`src/rtl/vwb_stage.sv`:
```
// vwb_stage: vector writeback stage.
// Registers the vALU result and its group-member destination register. Tracks
// element progress across the micro-ops of one LMUL register group. Emits
// per-byte enables so that tail elements (index >= effective vl) are never
// written.
//
// Ports:
//   clk, rst                  clock, synchronous active-high reset
//   in_valid/in_ready         upstream micro-op handshake
//   in_first                  micro-op is group uop 0
//   in_vl, in_sew, in_lmul    vl and vtype fields (used only at group start)
//   in_wa, in_res             destination register and ALU result
//   out_valid/out_ready       writeback beat handshake
//   wb_wen, wb_wa, wb_wd      register file write port
//   wb_be                     byte enables, bit i covers wb_wd[8i+7:8i]
//   wb_last                   beat is the final micro-op of its group
//   wb_err                    beat carries a reserved SEW/LMUL encoding
module vwb_stage #(
    parameter int DATA_W = 64,
    parameter int ADDR_W = 5,
    parameter int VL_W   = 8
) (
    input  logic                clk,
    input  logic                rst,
    input  logic                in_valid,
    output logic                in_ready,
    input  logic                in_first,
    input  logic [VL_W-1:0]     in_vl,
    input  logic [2:0]          in_sew,
    input  logic [2:0]          in_lmul,
    input  logic [ADDR_W-1:0]   in_wa,
    input  logic [DATA_W-1:0]   in_res,
    output logic                out_valid,
    input  logic                out_ready,
    output logic                wb_wen,
    output logic [ADDR_W-1:0]   wb_wa,
    output logic [DATA_W-1:0]   wb_wd,
    output logic [DATA_W/8-1:0] wb_be,
    output logic                wb_last,
    output logic                wb_err
);
    localparam int NB = DATA_W / 8;
    localparam logic [VL_W-1:0] ONE   = VL_W'(1);
    localparam logic [VL_W-1:0] EIGHT = VL_W'(8);

    logic              out_valid_q, out_valid_d;
    logic [ADDR_W-1:0] wa_q, wa_d;
    logic [DATA_W-1:0] wd_q, wd_d;
    logic [NB-1:0]     be_q, be_d;
    logic              last_q, last_d, err_q, err_d;
    logic [VL_W-1:0]   done_cnt_q, done_cnt_d, uop_idx_q, uop_idx_d, cur_vl_q, cur_vl_d;
    logic [2:0]        cur_sew_q, cur_sew_d, cur_lmul_q, cur_lmul_d;
    // Group in progress; clear after reset, wb_last or an error so the next
    // micro-op starts a new group regardless of in_first.
    logic              active_q, active_d;

    logic            accept, start, err;
    logic [2:0]      sew, lmul;
    logic [VL_W-1:0] epr, vlmax, vl, done, idx, rem, act, nbytes, n_uops;
    logic            last;
    logic [NB-1:0]   be;

    assign in_ready = !out_valid_q || out_ready;
    assign accept   = in_valid && in_ready;
    assign start    = in_first || !active_q;

    always_comb begin
        sew   = start ? in_sew : cur_sew_q;
        lmul  = start ? in_lmul : cur_lmul_q;
        err   = start && (in_sew[2] || in_lmul == 3'b100);
        epr   = EIGHT >> sew[1:0];
        vlmax = '0;
        case (lmul)
            3'b000:  vlmax = epr;
            3'b001:  vlmax = epr << 1;
            3'b010:  vlmax = epr << 2;
            3'b011:  vlmax = epr << 3;
            3'b101:  vlmax = epr >> 3;
            3'b110:  vlmax = epr >> 2;
            3'b111:  vlmax = epr >> 1;
            default: vlmax = '0;
        endcase
        vl     = start ? ((in_vl < vlmax) ? in_vl : vlmax) : cur_vl_q;
        done   = start ? '0 : done_cnt_q;
        idx    = start ? '0 : uop_idx_q;
        rem    = (vl > done) ? vl - done : '0;
        act    = (rem < epr) ? rem : epr;
        nbytes = act << sew[1:0];
        be     = '0;
        for (int i = 0; i < NB; i++) be[i] = !err && (VL_W'(i) < nbytes);
        n_uops = lmul[2] ? ONE : (ONE << lmul[1:0]);
        last   = err || (idx == n_uops - ONE);
    end

    always_comb begin
        out_valid_d = out_valid_q;
        wa_d        = wa_q;
        wd_d        = wd_q;
        be_d        = be_q;
        last_d      = last_q;
        err_d       = err_q;
        done_cnt_d  = done_cnt_q;
        uop_idx_d   = uop_idx_q;
        cur_vl_d    = cur_vl_q;
        cur_sew_d   = cur_sew_q;
        cur_lmul_d  = cur_lmul_q;
        active_d    = active_q;
        if (out_valid_q && out_ready) out_valid_d = 1'b0;
        if (accept) begin
            out_valid_d = 1'b1;
            wa_d        = in_wa;
            wd_d        = in_res;
            be_d        = be;
            last_d      = last;
            err_d       = err;
            done_cnt_d  = done + act;
            uop_idx_d   = last ? '0 : idx + ONE;
            cur_vl_d    = vl;
            cur_sew_d   = sew;
            cur_lmul_d  = lmul;
            active_d    = !last;
        end
    end

    always_ff @(posedge clk) begin
        if (rst) begin
            out_valid_q <= 1'b0;
            wa_q        <= '0;
            wd_q        <= '0;
            be_q        <= '0;
            last_q      <= 1'b0;
            err_q       <= 1'b0;
            done_cnt_q  <= '0;
            uop_idx_q   <= '0;
            cur_vl_q    <= '0;
            cur_sew_q   <= '0;
            cur_lmul_q  <= '0;
            active_q    <= 1'b0;
        end else begin
            out_valid_q <= out_valid_d;
            wa_q        <= wa_d;
            wd_q        <= wd_d;
            be_q        <= be_d;
            last_q      <= last_d;
            err_q       <= err_d;
            done_cnt_q  <= done_cnt_d;
            uop_idx_q   <= uop_idx_d;
            cur_vl_q    <= cur_vl_d;
            cur_sew_q   <= cur_sew_d;
            cur_lmul_q  <= cur_lmul_d;
            active_q    <= active_d;
        end
    end

    assign out_valid = out_valid_q;
    assign wb_wa     = wa_q;
    assign wb_wd     = wd_q;
    assign wb_be     = be_q;
    assign wb_last   = last_q;
    assign wb_err    = err_q;
    assign wb_wen    = out_valid_q && (be_q != '0) && !err_q;
endmodule

```
`config.mk`:
```
export PLATFORM = sky130hd
export DESIGN_NAME = vwb_stage
export DESIGN_NICKNAME = d
export VERILOG_FILES = /design/src/rtl/vwb_stage.sv
export SDC_FILE = /design/constraint.sdc
export NUM_CORES = 1
export LEC_CHECK = 0
export CAP_MARGIN = 10
export CORE_MARGIN = 2
export CORE_UTILIZATION = 40
export DETAILED_ROUTE_END_ITERATION = 10
export PLACE_DENSITY_LB_ADDON = 0.08
export SETUP_SLACK_MARGIN = 0.05
export SLEW_MARGIN = 20
export SYNTH_ARGS = -nofsm -noshare
export SYNTH_HDL_FRONTEND = slang
export SYNTH_SLANG_ARGS = --single-unit
```
`constraint.sdc`:
```
create_clock -name clk -period 25.9 [get_ports clk]
set_clock_uncertainty 0.2 [all_clocks]
set_input_delay 5.18 -clock clk [delete_from_list [all_inputs] [get_ports clk]]
set_output_delay 5.18 -clock clk [all_outputs]
set_load 0.01 [all_outputs]
```
==> impl_metrics.py <==
metrics = {
    "status": {
        "outcome": "complete, no violations",
    },
    "placement": {
        "port-buffer-count": 169,
        "gp_routability_congestion": 1.09,
        "placedCellCount": 1058,
        "dp_hpwl_mm": 11.7,
    },
    "synth": {
        "synth_sequential_area_ratio": 0.385,
        "syn-instance-count": 746,
        "top_post_synthesis_cells_by_area": "dfxtp_1 (38%), nand2_1 (13%), a21oi_1 (11%)",
        "synth.top_cell.area_share": 0.385,
        "ys_ff_latch": 110,
        "postSynth.asyncResetShare": 0,
        "post_synth_instance_area_um2": 5720,
        "number_of_distinct_library_cells_after_synthesis": 62,
        "synth_area_leader_cell": "dfxtp_1",
        "synth-edff-count": 0,
        "ys.warnings.count": 0,
        "post_synth.cell_area_avg_um2": 7.67,
        "postSynth.topFlopCell": "dfxtp_1",
    },
    "clock_tree": {
        "post_cts_resized": 0,
        "tritoncts_clock_tree": "built",
        "clk_path_buf_depth": 2,
        "cts_hold_buf": 0,
        "post_cts.repair.setup_buffers": 0,
        "cts_root_buffer_type": "clkbuf_16",
        "numCtsBuffers": 9,
        "clock_insertion_delay_worst_skew_ns": 0.36,
        "worst_setup_hold_path_clk_slew_ns": 0.07,
        "cts_max_level": 3,
        "cts.sinks": 110,
    },
    "route": {
        "wl_per_cell_um": 15.4,
        "detail_routed_via_count_per_cell": 5.42,
        "totalWireLength_mm": 16.6,
        "route.vias.total": 5824,
        "antenna_left": 0,
        "drtPass1Iterations": 5,
        "remaining_drc_errors": 0,
        "drt_first_iter_violations": 566,
    },
    "timing": {
        "final.period_utilization": 0.567,
        "peak_clock_frequency_supported_by_timing_ghz": 0.0681,
        "setup_violations": 0,
        "worst_slew_margin_rel": 0.376,
        "final_max_slew_viol_count": 0,
        "final.min_clock_period_ns": 14.68,
        "final_count_of_hold_timing_violations": 0,
        "setup_repair_after_global_routing_missed_its_margin": "false",
        "worst_slew_pin_slew_ns": 0.936,
        "final.setup.tns_ns": 0,
    },
    "die": {
        "initial_cell_density_of_the_core": 0.411,
        "die_height_um": 124,
        "floorplan.core_area_um2": 13900,
        "die_x_um": 124,
        "placement_rows": 43,
        "io_pins": 170,
        "die_area_um2": 15300,
    },
    "grt": {
        "antenna_violations_before_repair": 0,
        "global_route.usage.total": 0.212,
        "grt_first_pass_wirelength_mm": 25.5,
        "pin_count_of_the_biggest_net_entering_global_routing": 111,
        "global_route.overflow_total": 0,
        "grt_pass1_vias": 5173,
    },
    "job": {
        "drv.max_cap_violation_count": 0,
    },
    "final_layout": {
        "areaGrowthSynthToFinish_pct": 36.4,
        "layout.cells.non_filler": 1074,
        "insertedDiodeCount": 0,
        "multi_input_comb_area_um2": 3310,
        "design.final.nets": 1004,
        "n_fill_cell": 1292,
        "seq_area_um2": 2200,
        "final_layout_size_suffix_gt1_frac": 0.0436,
    },
    "worst_setup_path": {
        "crit_path_max_fanout": 31,
        "critPathSlowestCell": "mux2i_1",
        "timing.critical_path.required_ns": 25.98,
        "timing.critical_path.arrival_ns": 14.77,
        "path_delay_family": "compound AO/OA/AOI/OAI gates",
        "worst_setup_path_end_kind": "flop",
        "worst_path_largest_cell_delay_ns": 0.74,
        "critical_path.startpoint_type": "input pin",
        "number_of_buffer_and_inverter_instances_along_the_worst_setup_path": 4,
        "critical_path_class": "input pin to flop",
    },
    "power": {
        "total_leakage_power_nw": 3.02,
        "seqPwrFrac": 0.416,
        "switching_power_mw": 0.142,
        "power_per_cell_area_nw_per_um2": 57.3,
        "power.share.switching": 0.317,
        "p_int_mw": 0.306,
        "vdd_drop_max_uv": 37.2,
        "p_comb_frac": 0.287,
        "pwr-share-clk": 0.298,
    },
    "min_path": {
        "timing.hold.worst.class": "flop to flop",
    },
}
## Yosys cell counts (2+ instances only)
cell,n
buf_2,2
or4_1,2
o21a_1,3
or3_1,4
nor2_1,37
xor2_1,2
mux2i_1,7
o21bai_1,6
a21oi_1,121
ha_1,25
o31a_1,6
nand2_1,197
xnor2_1,7
fa_1,2
nand3b_1,2
o21ai_0,14
nand2b_1,4
nor2b_1,6
inv_1,18
a31oi_1,8
buf_1,4
nor3_1,6
and2_1,7
a21o_1,7
nor4bb_1,2
a32oi_1,6
nor4_1,5
mux2_2,5
mux2i_2,2
o211ai_1,9
o21ai_1,5
nand3_1,10
dfxtp_1,110
clkbuf_1,35
nand4b_1,2
a311oi_1,3
o31ai_1,9
nand4_1,5
a211oi_1,8
nor3b_1,2
and3_1,5
a22oi_1,5
o22ai_1,2
## cells in the final DEF, fill, tap and decap left out, types with 3 or more instances in the layout
master,instances
conb_1,3
a21o_1,7
a32oi_1,6
a31oi_1,8
mux2_2,5
a22oi_1,5
inv_1,18
o211ai_1,9
o31a_1,6
and2_1,6
buf_4,3
dfxtp_1,110
o21ai_1,5
a211oi_1,8
nor3_1,6
nand4_1,5
o21bai_1,6
and3_1,5
clkdlybuf4s50_1,168
nor2_1,36
clkbuf_16,9
a21oi_1,121
nor4_1,5
nand2_1,196
mux2i_1,7
o21ai_0,14
nand2b_1,4
xnor2_1,7
o21a_1,3
o31ai_1,9
a311oi_1,3
or3_1,4
nand3_1,10
ha_1,25
nor2b_1,5
## final timing paths
kind	from	to	slack, ns	depth (start not counted)
worst max register to register	active_q	done_cnt_q[7]	16.34	36
worst min register to register	wb_wd[58]	wb_wd[58]	0.25	2
worst min-delay path	wb_wd[58]	wb_wd[58]	0.25	2
worst max-delay path	in_first	done_cnt_q[7]	11.22	37
## cells by family after synthesis
kind of cell             synth area share
buffers and inverters              0.0404
XOR/XNOR                           0.0138
other                            0.000655
AO/OA/AOI/OAI                       0.243
AND/OR/NAND/NOR                     0.227
flip-flops                          0.385
adder cells (fa/ha/maj)            0.0616
multiplexers                       0.0289
## final cells by class
type                    count  area share
clock buffers              10      0.0306
repair buffers            172       0.220
flip-flops and latches    110       0.282
multi-input cells         578       0.424
inverters                  18     0.00866
well taps                 180      0.0289
clock inverters             6     0.00577
## tightest hold or removal path: stages (launching register included)
cell and delay, ns:
dfxtp_1 0.31, nand2_1 0.05, a21oi_1 0.05
## metal layers
layer / up-vias / wire, µm / track usage / share of wire
met5: - / 0 / 0 / 0
met1: 2696 / 7220 / 0.271 / 0.44
met3: 14 / 1380 / 0.0609 / 0.083
li1: 2891 / - / - / -
met2: 223 / 7780 / 0.352 / 0.47
met4: 0 / 187 / 0.0526 / 0.011
## sequential cells by signal, indices dropped and copies added (netlist names)
signal and count:
wb_be 8, wb_wa 5, uop_idx_q 8, done_cnt_q 8, cur_lmul_q 3, wb_wd 64, wb_last 1, wb_err 1
out_valid 1, cur_vl_q 8, active_q 1, cur_sew_q 2
## power by group through the flow
| stage | sequential [mW] | combinational [mW] | clock (mW) |
|---|---|---|---|
| after floorplan | 0.193 | 0.0738 | 0 |
| after global placement | 0.189 | 0.124 | 0 |
| after detailed placement | 0.190 | 0.126 | 0 |
| after CTS | 0.186 | 0.126 | 0.138 |
| after global routing | 0.187 | 0.140 | 0.146 |
| final | 0.186 | 0.128 | 0.133 |
## metrics by stage
step	power, mW	instance area, µm²	setup WS (ns)	hold WS (ns)	utilization
after floorplan	0.267	5730	12.93	0.232	-
after global placement	0.313	7510	11.61	0.241	0.539
after detailed placement	0.316	7510	11.07	0.247	0.539
after CTS	0.450	7790	11.43	0.256	0.559
after global routing	0.472	7810	10.53	0.268	0.560
final	0.447	7810	11.22	0.253	0.560
Note: power is estimated with default switching activity, not from simulation.
